--- src/rtl/instruction_fetch.sv ---
// ============================================================================
// instruction_fetch -- single-outstanding-read fetch unit with a one-entry
// skid buffer, redirect support and zero-word halt.
// Revision: 1.0
// ============================================================================
`default_nettype none

module instruction_fetch #(
  parameter logic [31:0] RESET_PC  = 32'h0,
  parameter int          MEM_WORDS = 32
) (
  input  logic        clock,
  input  logic        reset,
  output logic [31:0] imem_addr,
  input  logic [31:0] imem_data,
  input  logic        redirect,
  input  logic [31:0] redirect_pc,
  input  logic        ready,
  output logic        valid,
  output logic [31:0] instr,
  output logic [31:0] instr_pc,
  output logic        halted,
  output logic [31:0] fetch_count
);

  localparam logic [31:0] ADDR_SPAN = 32'(4 * MEM_WORDS);

  typedef enum logic {
    RUN  = 1'b0,
    HALT = 1'b1
  } state_t;

  state_t      state_q;
  logic [31:0] fetch_pc_q;
  logic        resp_v_q;
  logic [31:0] resp_pc_q;
  logic        skid_v_q;
  logic [31:0] skid_instr_q;
  logic [31:0] skid_pc_q;
  logic [31:0] fetch_count_q;

  logic        run;
  logic        accept;
  logic        issue;
  logic [31:0] fetch_pc_d;
  logic [31:0] redirect_pc_d;

  always_comb begin
    run           = (state_q == RUN);
    valid         = (skid_v_q || resp_v_q) && !redirect && run;
    instr         = 32'h0;
    instr_pc      = 32'h0;
    if (valid) begin
      instr    = skid_v_q ? skid_instr_q : imem_data;
      instr_pc = skid_v_q ? skid_pc_q    : resp_pc_q;
    end
    accept        = valid && ready;
    issue         = run && !redirect && !reset && (!valid || ready);
    fetch_pc_d    = (fetch_pc_q >= ADDR_SPAN - 32'd4) ? 32'h0 : fetch_pc_q + 32'd4;
    redirect_pc_d = (redirect_pc & ~32'h3) % ADDR_SPAN;
  end

  assign imem_addr   = fetch_pc_q;
  assign halted      = (state_q == HALT);
  assign fetch_count = fetch_count_q;

  always_ff @(posedge clock) begin
    if (reset) begin
      state_q       <= RUN;
      fetch_pc_q    <= RESET_PC;
      resp_v_q      <= 1'b0;
      resp_pc_q     <= 32'h0;
      skid_v_q      <= 1'b0;
      skid_instr_q  <= 32'h0;
      skid_pc_q     <= 32'h0;
      fetch_count_q <= 32'h0;
    end else if (state_q == RUN) begin
      if (redirect) begin
        // A redirect squashes everything in flight, including a zero-word accept.
        fetch_pc_q <= redirect_pc_d;
        resp_v_q   <= 1'b0;
        skid_v_q   <= 1'b0;
      end else begin
        resp_v_q <= issue;
        if (issue) begin
          resp_pc_q  <= fetch_pc_q;
          fetch_pc_q <= fetch_pc_d;
        end
        if (accept) begin
          fetch_count_q <= fetch_count_q + 32'd1;
        end
        if (accept && (instr == 32'h0)) begin
          state_q  <= HALT;
          resp_v_q <= 1'b0;
          skid_v_q <= 1'b0;
        end else if (valid && !ready && resp_v_q && !skid_v_q) begin
          // Stalled response would be lost next cycle; park it in the skid entry.
          skid_v_q     <= 1'b1;
          skid_instr_q <= imem_data;
          skid_pc_q    <= resp_pc_q;
        end else if (accept && skid_v_q) begin
          skid_v_q <= 1'b0;
        end
      end
    end
  end

endmodule

`default_nettype wire

--- config.mk ---
export PLATFORM = sky130hd
export DESIGN_NAME = instruction_fetch
export DESIGN_NICKNAME = d
export VERILOG_FILES = /design/src/rtl/instruction_fetch.sv
export SDC_FILE = /design/constraint.sdc
export NUM_CORES = 1
export LEC_CHECK = 0
export BUFFER_PORTS_ARGS = -buffer_cell sky130_fd_sc_hd__buf_2
export CORE_MARGIN = 8
export CORE_UTILIZATION = 25
export CTS_CLUSTER_SIZE = 10
export DETAILED_ROUTE_END_ITERATION = 6
export GPL_TIMING_DRIVEN = 1
export PLACE_DENSITY = 0.53
export RECOVER_POWER = 50
export SETUP_SLACK_MARGIN = 0.2
export SYNTH_ARGS = -nofsm -noshare
export SYNTH_HDL_FRONTEND = slang
export SYNTH_SLANG_ARGS = --single-unit
export TNS_END_PERCENT = 50
--- constraint.sdc ---
create_clock -name clock -period 2.7 [get_ports clock]
set_input_delay 0.54 -clock clock [delete_from_list [all_inputs] [get_ports clock]]
set_output_delay 0.54 -clock clock [all_outputs]
set_load 0.01 [all_outputs]
==> results.py <==
metrics = {
    "status": {
        "status": "finished, final reports clean",
    },
    "clocking": {
        "cts_hold_buf": 0,
        "clkSinkCount": 157,
        "h-tree-depth": 4,
        "cts_tree": "yes",
        "path_clk_slew_ps": 70,
        "cts_buffer_depth": 2,
        "numCtsBuffers": 17,
        "clockRootBuffer": "clkbuf_16",
        "clock_latency_ps": 420,
    },
    "drt": {
        "detail_route.vias_per_cell": 4.789,
        "ant_nets": 0,
        "dr_total_vias": 7073,
        "post_drt_wl_per_cell_um": 16.27,
        "first_iter_violations": 468,
        "wl_mm": 24.04,
        "dr.pass1.iters": 5,
        "drc": 0,
    },
    "grt": {
        "grt_usage": 0.1344,
        "antenna_found_initial": 0,
        "grt-ovfl-total": 0,
        "first_global_vias": 6751,
        "grt_pass1_wl_mm": 38.22,
        "grt_max_degree": 132,
    },
    "pwr": {
        "seq_power_share": 0.462,
        "internal_power_uw": 3773,
        "vdd_ir_drop_max_v": 0.0002597,
        "p_sw_frac": 0.2637,
        "comb_power_share": 0.073,
        "clockPowerShare": 0.465,
        "p_sw_uw": 1351,
        "pwr_density_cell_nw_per_um2": 569.1,
        "leakagePower_uw": 0.003168,
    },
    "logic_synthesis": {
        "async_flop_share": 0,
        "synth_area_um2": 7287,
        "synth_seq_cells": 157,
        "yosysSeqAreaShare": 0.4313,
        "yosys_most_used_dff": "dfxtp_1",
        "synth.distinct_cells": 51,
        "yosysTopAreaCell": "dfxtp_1",
        "yosysTopAreaCellShare": 0.4313,
        "synth_area_leaders": "dfxtp_1 (43%), nand2_1 (11%), a21oi_1 (7.7%)",
        "synthCells": 938,
        "yosys_warnings": 0,
        "synth_edf_count": 0,
        "synth.avg_cell_area_um2": 7.769,
    },
    "sta": {
        "final-max-slew-violation-count": 0,
        "slew_headroom": 0.3538,
        "rsz0062_at_grt": "no",
        "fmax_mhz": 420.1,
        "setup_viol": 0,
        "worstMarginPinSlew_ps": 960.4,
        "setup_tns_ps": 0,
        "fin_crit_sh": 0.8817,
        "worst_slack_ps": 319.4,
        "min_period_ps": 2381,
        "final-hold-violation-count": 0,
        "finClkSkew_ps": 12.69,
    },
    "worst_setup_path": {
        "crit_required_ps": 2160,
        "cp.arrival_ps": 1840,
        "critPathMaxFanout": 48,
        "end_kind": "output pin",
        "crit_type": "reg2out",
        "start_kind": "register",
    },
    "finish": {
        "layout_commonest_cell": "nand2_1",
        "num-nets-final": 1152,
        "num-fill-cells": 3179,
        "drive_gt1_frac": 0.1537,
        "area_delta_synth_final_pct": 23.56,
        "antenna_cells": 0,
        "mostFrequentLayoutCells": "nand2_1 (204), dfxtp_1 (156), nor2_1 (129)",
        "final_area_um2": 9004,
    },
    "die": {
        "io-pin-count": 198,
        "die_w_um": 186.7,
        "die_height_um": 186.7,
        "design.core.area_um2": 28700,
        "dieArea_um2": 34870,
        "std_cell_rows": 62,
        "initial_core_util": 0.2539,
    },
    "placed_design": {
        "place_ws_ps": 370.1,
        "postPlaceCellArea_um2": 8547,
        "place.gp.congestion": 0.7846,
        "portBuffers": 166,
        "hpwl_mm": 16.84,
    },
    "worst_hold_path": {
        "min_path_type": "in2reg",
    },
    "run": {
        "maxCapViolCount": 0,
    },
}
-- state kept, by name, summed over array words and instances (netlist names) --
signal	cells
fetch_count	32
halted	1
imem_addr	30
resp_pc_q	30
resp_v_q	1
skid_instr_q	32
skid_pc_q	30
skid_v_q	1
-- worst max-delay path: stages (launching register included) --
cell and delay (ps):
dfxtp_4 450, or2_0 270, nand2_2 100, buf_12 190
nor2_1 210, buf_2 170
-- final timing paths --
kind	from	end	slack, ps	cells after the start
worst min register to register	skid_pc_q[27]	skid_pc_q[27]	450	2
worst min-delay path	imem_data[18]	skid_instr_q[18]	370	3
worst max-delay path	skid_v_q	instr_pc[12]	320	5
worst max register to register	halted	skid_pc_q[21]	370	7
-- power by group through the flow --
stage | combinational (µW) | clock (µW) | sequential, µW
after floorplan | 232 | 0 | 2410
after global placement | 379 | 0 | 2420
after detailed placement | 380 | 0 | 2420
after CTS | 384 | 2470 | 2370
after global routing | 411 | 2560 | 2370
final | 372 | 2380 | 2370
-- Yosys cell counts, types with 3 or more instances --
cell type and count:
nor3_1 17, nand4_1 27, ha_1 3, dfxtp_1 157
nand2_1 206, xor2_1 21, o21ai_0 14, a21oi_1 112
buf_4 4, a41oi_1 4, a31oi_1 6, nor4_1 17
nand3_1 15, inv_1 10, clkbuf_1 39, and3_1 14
a22oi_1 18, buf_2 19, nor4_4 5, xnor2_1 6
mux2i_1 46, and4_1 4, nor2_1 129, or3_1 6
and2_1 3
-- timing repair --
item                                    CTS  global route
resized for setup                         0             0
setup buffers                             1             1
endpoints found under the setup margin   18             8
-- cell type report --
| type | instances | area [µm²] | area share |
|---|---|---|---|
| clock buffers | 18 | 439.2 | 0.04878 |
| clock inverters | 13 | 132.6 | 0.01473 |
| inverters | 10 | 37.54 | 0.004169 |
| multi-input cells | 708 | 3796 | 0.4216 |
| flip-flops and latches | 157 | 3147 | 0.3495 |
| well taps | 384 | 480.5 | 0.05336 |
| repair buffers | 187 | 970.9 | 0.1078 |
-- cell families (layout without fill, tap and decap cells) --
group | count (synthesis) | in the layout | share of synthesized area
multiplexers | 46 | 46 | 0.06319
AND/OR/NAND/NOR | 459 | 459 | 0.2888
AO/OA/AOI/OAI | 169 | 169 | 0.1320
flip-flops | 157 | 157 | 0.4313
buffers and inverters | 76 | 228 | 0.04653
other | 1 | 4 | 0.0005146
XOR/XNOR | 27 | 27 | 0.03245
adder cells (fa/ha/maj) | 3 | 3 | 0.005152
-- layer usage --
layer  routed length (µm)  vias to the layer above  global-route usage
met5                    0                        -                   0
met2                11360                      206              0.2176
met1                10980                     3348              0.1776
met4                  149                        0             0.02596
met3                 1544                       10             0.03598
li1                     -                     3509                   -
-- stage by stage --
stage                       util  hold slack (ps)  instances  total power (µW)
after floorplan                -            436.0        941              2644
after global placement    0.2978            441.9       1444              2801
after detailed placement  0.2978            446.3       1444              2803
after CTS                 0.3181            350.2       1476              5218
after global routing      0.3137            355.0       1477              5347
final                     0.3137            374.2       1477              5124
(Power assumes the default switching activity.)
